==> src/rtl/reg_file_mp.sv <==
// reg_file_mp: multi-port integer register file with two prioritised write ports,
// optional write-to-read bypass and a per-register busy scoreboard.
module reg_file_mp #(
    parameter int XLEN     = 32,
    parameter int DEPTH    = 32,
    parameter int NRD      = 2,
    parameter int BYPASS   = 1,
    parameter int ZERO_REG = 1,
    localparam int AW      = $clog2(DEPTH)
) (
    input  logic                clk,
    input  logic                rst,
    input  logic [NRD*AW-1:0]   raddr,
    output logic [NRD*XLEN-1:0] rdata,
    output logic [NRD-1:0]      rbusy,
    input  logic                we0,
    input  logic [AW-1:0]       waddr0,
    input  logic [XLEN-1:0]     wdata0,
    input  logic                we1,
    input  logic [AW-1:0]       waddr1,
    input  logic [XLEN-1:0]     wdata1,
    input  logic                iss_valid,
    input  logic [AW-1:0]       iss_rd,
    output logic [DEPTH-1:0]    busy_vec
);
    localparam bit BYP = BYPASS != 0;
    localparam bit ZR  = ZERO_REG != 0;
    logic [XLEN-1:0]  mem [DEPTH];
    logic [DEPTH-1:0] busy;
    logic [DEPTH-1:0] busy_nxt;
    logic             wr0;
    logic             wr1;
    logic             set_ok;
    assign wr0      = we0 && !(ZR && waddr0 == '0);
    assign wr1      = we1 && !(ZR && waddr1 == '0);
    assign set_ok   = iss_valid && !(ZR && iss_rd == '0);
    assign busy_vec = busy;
    // Set is applied after clear so a fresh producer keeps ownership.
    always_comb begin
        busy_nxt = busy;
        if (we0) busy_nxt[waddr0] = 1'b0;
        if (we1) busy_nxt[waddr1] = 1'b0;
        if (set_ok) busy_nxt[iss_rd] = 1'b1;
    end
    // Port 1 is written last so it wins a same-address collision.
    always_ff @(posedge clk or posedge rst) begin
        if (rst) begin
            for (int i = 0; i < DEPTH; i++) mem[i] <= '0;
            busy <= '0;
        end else begin
            if (wr0) mem[waddr0] <= wdata0;
            if (wr1) mem[waddr1] <= wdata1;
            busy <= busy_nxt;
        end
    end
    for (genvar k = 0; k < NRD; k++) begin : g_rd
        logic [AW-1:0] a;
        logic          zr;
        logic          hit0;
        logic          hit1;
        assign a    = raddr[k*AW +: AW];
        assign zr   = ZR && a == '0;
        assign hit1 = BYP && we1 && waddr1 == a;
        assign hit0 = BYP && we0 && waddr0 == a;
        // Gating on rst keeps bypassed write data off the outputs during reset.
        assign rdata[k*XLEN +: XLEN] = (rst || zr) ? '0 : hit1 ? wdata1 : hit0 ? wdata0 : mem[a];
        assign rbusy[k] = !(rst || zr || hit0 || hit1) && busy[a];
    end
endmodule
==> config.mk <==
export PLATFORM = sky130hd
export DESIGN_NAME = reg_file_mp
export DESIGN_NICKNAME = d
export VERILOG_FILES = /design/src/rtl/reg_file_mp.sv
export SDC_FILE = /design/constraint.sdc
export NUM_CORES = 2
export LEC_CHECK = 0
export BUFFER_PORTS_ARGS = -buffer_cell sky130_fd_sc_hd__buf_4
export CAP_MARGIN = 15
export CELL_PAD_IN_SITES_DETAIL_PLACEMENT = 1
export CELL_PAD_IN_SITES_GLOBAL_PLACEMENT = 2
export CORE_MARGIN = 2
export CORE_UTILIZATION = 42
export CTS_CLUSTER_SIZE = 16
export DETAILED_ROUTE_END_ITERATION = 10
export PLACE_DENSITY = 0.81
export SYNTH_ARGS = -nofsm -noshare
export SYNTH_HDL_FRONTEND = slang
export SYNTH_SLANG_ARGS = --single-unit
==> constraint.sdc <==
create_clock -name clk -period 45.7 [get_ports clk]
set_clock_uncertainty 0.15 [all_clocks]
set_input_delay 2.285 -clock clk [delete_from_list [all_inputs] [get_ports clk]]
set_output_delay 2.285 -clock clk [all_outputs]
set_load 0.005 [all_outputs]
## Word-level counts from Yosys, hierarchy flattened

Cells that the tools add are included.

| operators by class | value |
|---|---|
| mux-type cells | 33 |
| bitwise gates (word level) | 9 |
| eq/ne operators | 4 |
| $lt $le $gt $ge | 14 |
| reduce and logical (&&, ||, !) cells | 30 |

Operators by type and width:

| cell | count |
|---|---|
| 1024-bit bitwise mux | 2 |
| 1024-bit two-way mux | 2 |
| 32-bit two-way mux | 15 |
| 32-bit binary-select mux with 5-bit select | 2 |
| 32-bit demux with 5-bit select | 2 |
| 32-bit bitwise AND | 2 |
| 32-bit NOT | 2 |
| 32-bit bitwise OR | 1 |
| 5-bit by 6-bit < comparator with 1-bit output, second input constant | 5 |
| 5-bit logical NOT | 5 |
| 6-bit greater-or-equal comparator, second input constant | 4 |
| 5-bit NOT with 6-bit output | 4 |
| 5-bit == test | 4 |
| 1-bit demux with 5-bit select | 3 |
| 5-bit by 1-bit greater-or-equal comparator with 1-bit output, second input constant | 3 |
| 1-bit logical AND | 14 |
| 6-bit by 1-bit < comparator with 1-bit output, second input constant | 2 |
| 1-bit binary-select mux with 5-bit select | 2 |
| 1-bit logical OR | 6 |
| 1-bit logical NOT | 5 |
| 1-bit two-way mux | 5 |

| storage, ports and cells | value |
|---|---|
| input port bits | 94 |
| logic and storage cells | 123 |
| register bits after elaboration | 1,056 |

## Depth between registers and ports, before layout

| depth | value |
|---|---|
| depth after elaboration | 11 |
| gate-level depth with buffers | 10 |
| gate-level depth less buffers | 5 |

## Least setup slack after synthesis

OpenSTA, ideal clock, no wires.

| timing | value |
|---|---|
| kind | input to output |
| from | input port rst |
| to | output port rdata[0] |
| data required time | 43.265 ns |
| arrival | 28.098 ns |
| stages | 7 |
| slack | 15.167 ns |
| cells stage by stage | inv_1 -> o21ai_1 -> o21ba_2 -> clkbuf_1 -> nand3_1 -> buf_2 -> o211ai_1 |

| between the ends | value |
|---|---|
| cells in the longest elaborated chain, start to end | 2 |

RTL lines:

| what | line | text |
|---|---|---|
| from (decl) | 12 | `input logic rst,` |
| 1-bit logical OR | 66 | `assign rdata[k*XLEN +: XLEN] = (rst \|\| zr) ? '0 : hit1 ? wdata1 : hit0 ? wdata0 : mem[a];` |
| 32-bit two-way mux | 66 |  |
| to (decl) | 14 | `output logic [NRD*XLEN-1:0] rdata,` |

Every way passes these cells.

## Worst setup path in the final report

| timing | value |
|---|---|
| from | input port raddr[7] |
| to | output port rdata[62] |

| between the ends | value |
|---|---|
| cells in the longest elaborated chain, start to end | 7 |
| elaborated cells on any way between the ends | 13 |
| classes of those cells | eq/ne: 2; mux: 6; bitwise: 1; reduce/logical: 4 |

RTL lines:

| what | line | text |
|---|---|---|
| from (decl) | 13 | `input logic [NRD*AW-1:0] raddr,` |
| 5-bit NOT with 6-bit output (not written as such) | 66 |  |
| 32-bit binary-select mux with 5-bit select | 66 |  |
| 32-bit two-way mux (not written as such) (2 in a row) | 66 |  |
| 32-bit two-way mux (2 in a row) | 66 |  |
| 32-bit two-way mux * | 66 |  |

Every way passes the cells marked *; elsewhere a longest branch is shown, timed or not. The select of a mux whose other input is x is not followed.

==> results.toml <==
[yosys]
yosys.area.top_type = "dfrtp_1"
synth_edf_count = 0
ys_seq_area_frac = 0.3991
synthArstFlopShare = 1.000
synth_nets = 6742
synth_area_mm2 = 0.06621
ys_ff_latch = 1056
ys.flop_type = "dfrtp_1"
synth.distinct_cells = 64
netlist.area_leader.share = 0.3991
syn_area_per_cell_um2 = 9.960
syn-instance-count = 6648
yosysWarnings = 0
netlist_top_cells_area = "dfrtp_1 40%, mux4_2 14%, mux2i_1 12%"

[status]
status = "finished, final reports clean"

[detailed_routing]
wire_per_inst_um = 40.41
wirelength_um = 342300
vias = 62260
viasPerCell = 7.350
drc = 0
drt_iter0_markers = 8578
dr.pass1.iters = 7
ant_nets = 0

[grt]
grt_first_pass_wirelength_um = 482400
grt.overflow.total = 0
grt_usage = 0.4178
antenna_found_initial = 40
grt_max_degree = 109
grt_pass1_vias = 62730

[timing]
slew_violations = 0
setup_tns_ns = 0
timing.fmax_ghz = 0.1081
final-hold-violation-count = 0
worst_pin_slew_ns = 1.258
setup-violations-final = 0
fin_crit_sh = 0.2024
min_period_ns = 9.248
rsz0062_at_grt = "no"
relSlewSlack = 0.1591

[cells_and_area]
finalInstanceArea_mm2 = 0.07298
drive_above_1_share = 0.1710
syn2layout_area_growth_pct = 10.22
nFillCells = 17030
regArea_mm2 = 0.02643
multiInputGateArea_mm2 = 0.03667
stdcell_count = 8471
utilization = 0.4667
final_nets = 6397

[min_path]
whs_path_depth = 0
hold_path_class = "register to register"

[clocking]
cts_sinks = 1056
holdBufCountCts = 0
cts_resized = 0
cts_max_level = 4
cts-root-buf = "clkbuf_16"
post_cts_buffers = 0
path_clk_slew_ns = 0.05
clockBufferDepth = 3
numCtsBuffers = 132
clock_latency_ns = 0.78
cts_tree = "done"

[floorplanning]
dieWidth_um = 401.1
start_util = 0.4234
num_rows = 145
die_area_mm2 = 0.1608
coreArea_mm2 = 0.1564
pin_count = 192
die_h_um = 401.1

[power_and_ir_drop]
p_per_area_mw_per_mm2 = 44.16
total_power_w = 0.003223
ir_drop_v = 0.00004416
leakage_nw = 32.05

[critical_path]
crit_fanout = 62
crit_type = "input pin to output pin"
worstSetupStartpointType = "input pin"
rr_worst_depth = 2
worstPathRequired_ns = 43.27
endpoint_kind = "output pin"
critPathArrivalTime_ns = 6.81

[flow_run]
maxCapViolCount = 0

[placed_design]
placed_area_mm2 = 0.06873
gp_congestion = 0.9235
placedCellCount = 8222
io_buffers = 191
dpl.hpwl_um = 202900
[path summary, 6_finish.rpt]
path	startpoint	end	slack, ns
max reg2reg	mem[31]	mem[31]	44.56
max	raddr[7]	rdata[62]	36.45
min in group asynchronous	rst	mem[683]	1.48
max in group asynchronous	rst	mem[769]	40.15
min	mem[1019]	mem[1019]	0.24
min reg2reg	mem[1019]	mem[1019]	0.24
[routing by layer]
layer	GRT usage	share of wire	vias to the layer above
li1	-	-	24120
met1	0.5188	0.36	32000
met2	0.6038	0.42	4615
met3	0.1510	0.13	1495
met4	0.2920	0.083	26
met5	0.004758	0.00081	-
[cell usage after synthesis (31+ instances only)]
cell type / number
nor4b_1: 31
a21o_1: 31
inv_1: 46
clkbuf_1: 608
nor2_1: 294
mux2i_1: 789
mux4_2: 397
nand2_1: 907
a32oi_1: 33
buf_1: 70
nand3_1: 40
a22oi_1: 473
dfrtp_1: 1056
a221oi_1: 81
and3_1: 68
o22ai_1: 67
o32ai_1: 31
or4_1: 32
o221ai_1: 94
o21ai_1: 47
buf_2: 157
o211ai_1: 33
o21ai_0: 895
a21oi_1: 152
a32o_1: 31
[cell families after synthesis]
group,share of synthesized area
AOI/OAI and AO/OA,0.1883
xor gates and xnor gates,0.002645
buffers and inverters,0.05569
DFF,0.3991
muxes,0.2570
and+or+nand+nor,0.09728
[worst max-delay path: stages]
cell and delay (ns):
buf_8 0.51, buf_4 0.80, xor2_1 0.20, nor4_2 0.50
nand3_4 0.58, buf_4 0.51, and3_1 0.20, or4_1 0.65
buf_4 0.25
[cells in the final DEF (no fill, tap or decap), drive strengths merged, types with 8 or more instances in the layout]
| master | instances |
|---|---|
| clkinv | 9 |
| a21o | 31 |
| nand3 | 40 |
| xnor2 | 16 |
| clkbuf | 201 |
| a22oi | 473 |
| nor4b | 31 |
| o22ai | 67 |
| a221oi | 81 |
| a32o | 31 |
| dfrtp | 1056 |
| mux2 | 11 |
| o221ai | 94 |
| o21ai | 943 |
| a32oi | 33 |
| nand2 | 907 |
| or4 | 32 |
| mux2i | 789 |
| diode | 28 |
| nor3 | 11 |
| o32ai | 31 |
| buf | 373 |
| nor4 | 31 |
| o211ai | 33 |
| and3 | 68 |
| inv | 50 |
| nor2 | 307 |
| mux4 | 399 |
| a21oi | 152 |
| nor2b | 8 |
[area by class of cell]
type | count | area share
clock buffers | 200 | 0.05349
diodes | 28 | 0.0009601
well taps | 2058 | 0.03528
flip-flops and latches | 1056 | 0.3621
repair buffers | 374 | 0.04005
inverters | 48 | 0.002606
multi-input cells | 4691 | 0.5024
clock inverters | 16 | 0.003120
[through the flow]
stage	setup WS [ns]	hold WS, ns
5_1_grt	36.54	0.2538
6_report	36.45	0.2450
3_3_place_gp	36.78	0.2264
4_1_cts	36.68	0.2458
3_5_place_dp	36.78	0.2345
2_1_floorplan	13.47	0.2883
[sequential cells by signal, indices dropped and copies added (netlist names)]
register  count
busy_vec     32
mem        1024
[power breakdown]
part	leakage (nW)	switching, W	internal [W]	total, W
clock network	2.03	0.000440	0.000612	0.00105
logic	16.7	0.000419	0.000387	0.000806
registers	13.3	0.000201	0.00116	0.00136
total	32.1	0.00106	0.00216	0.00322
Note: power is estimated with default switching activity, not from simulation.
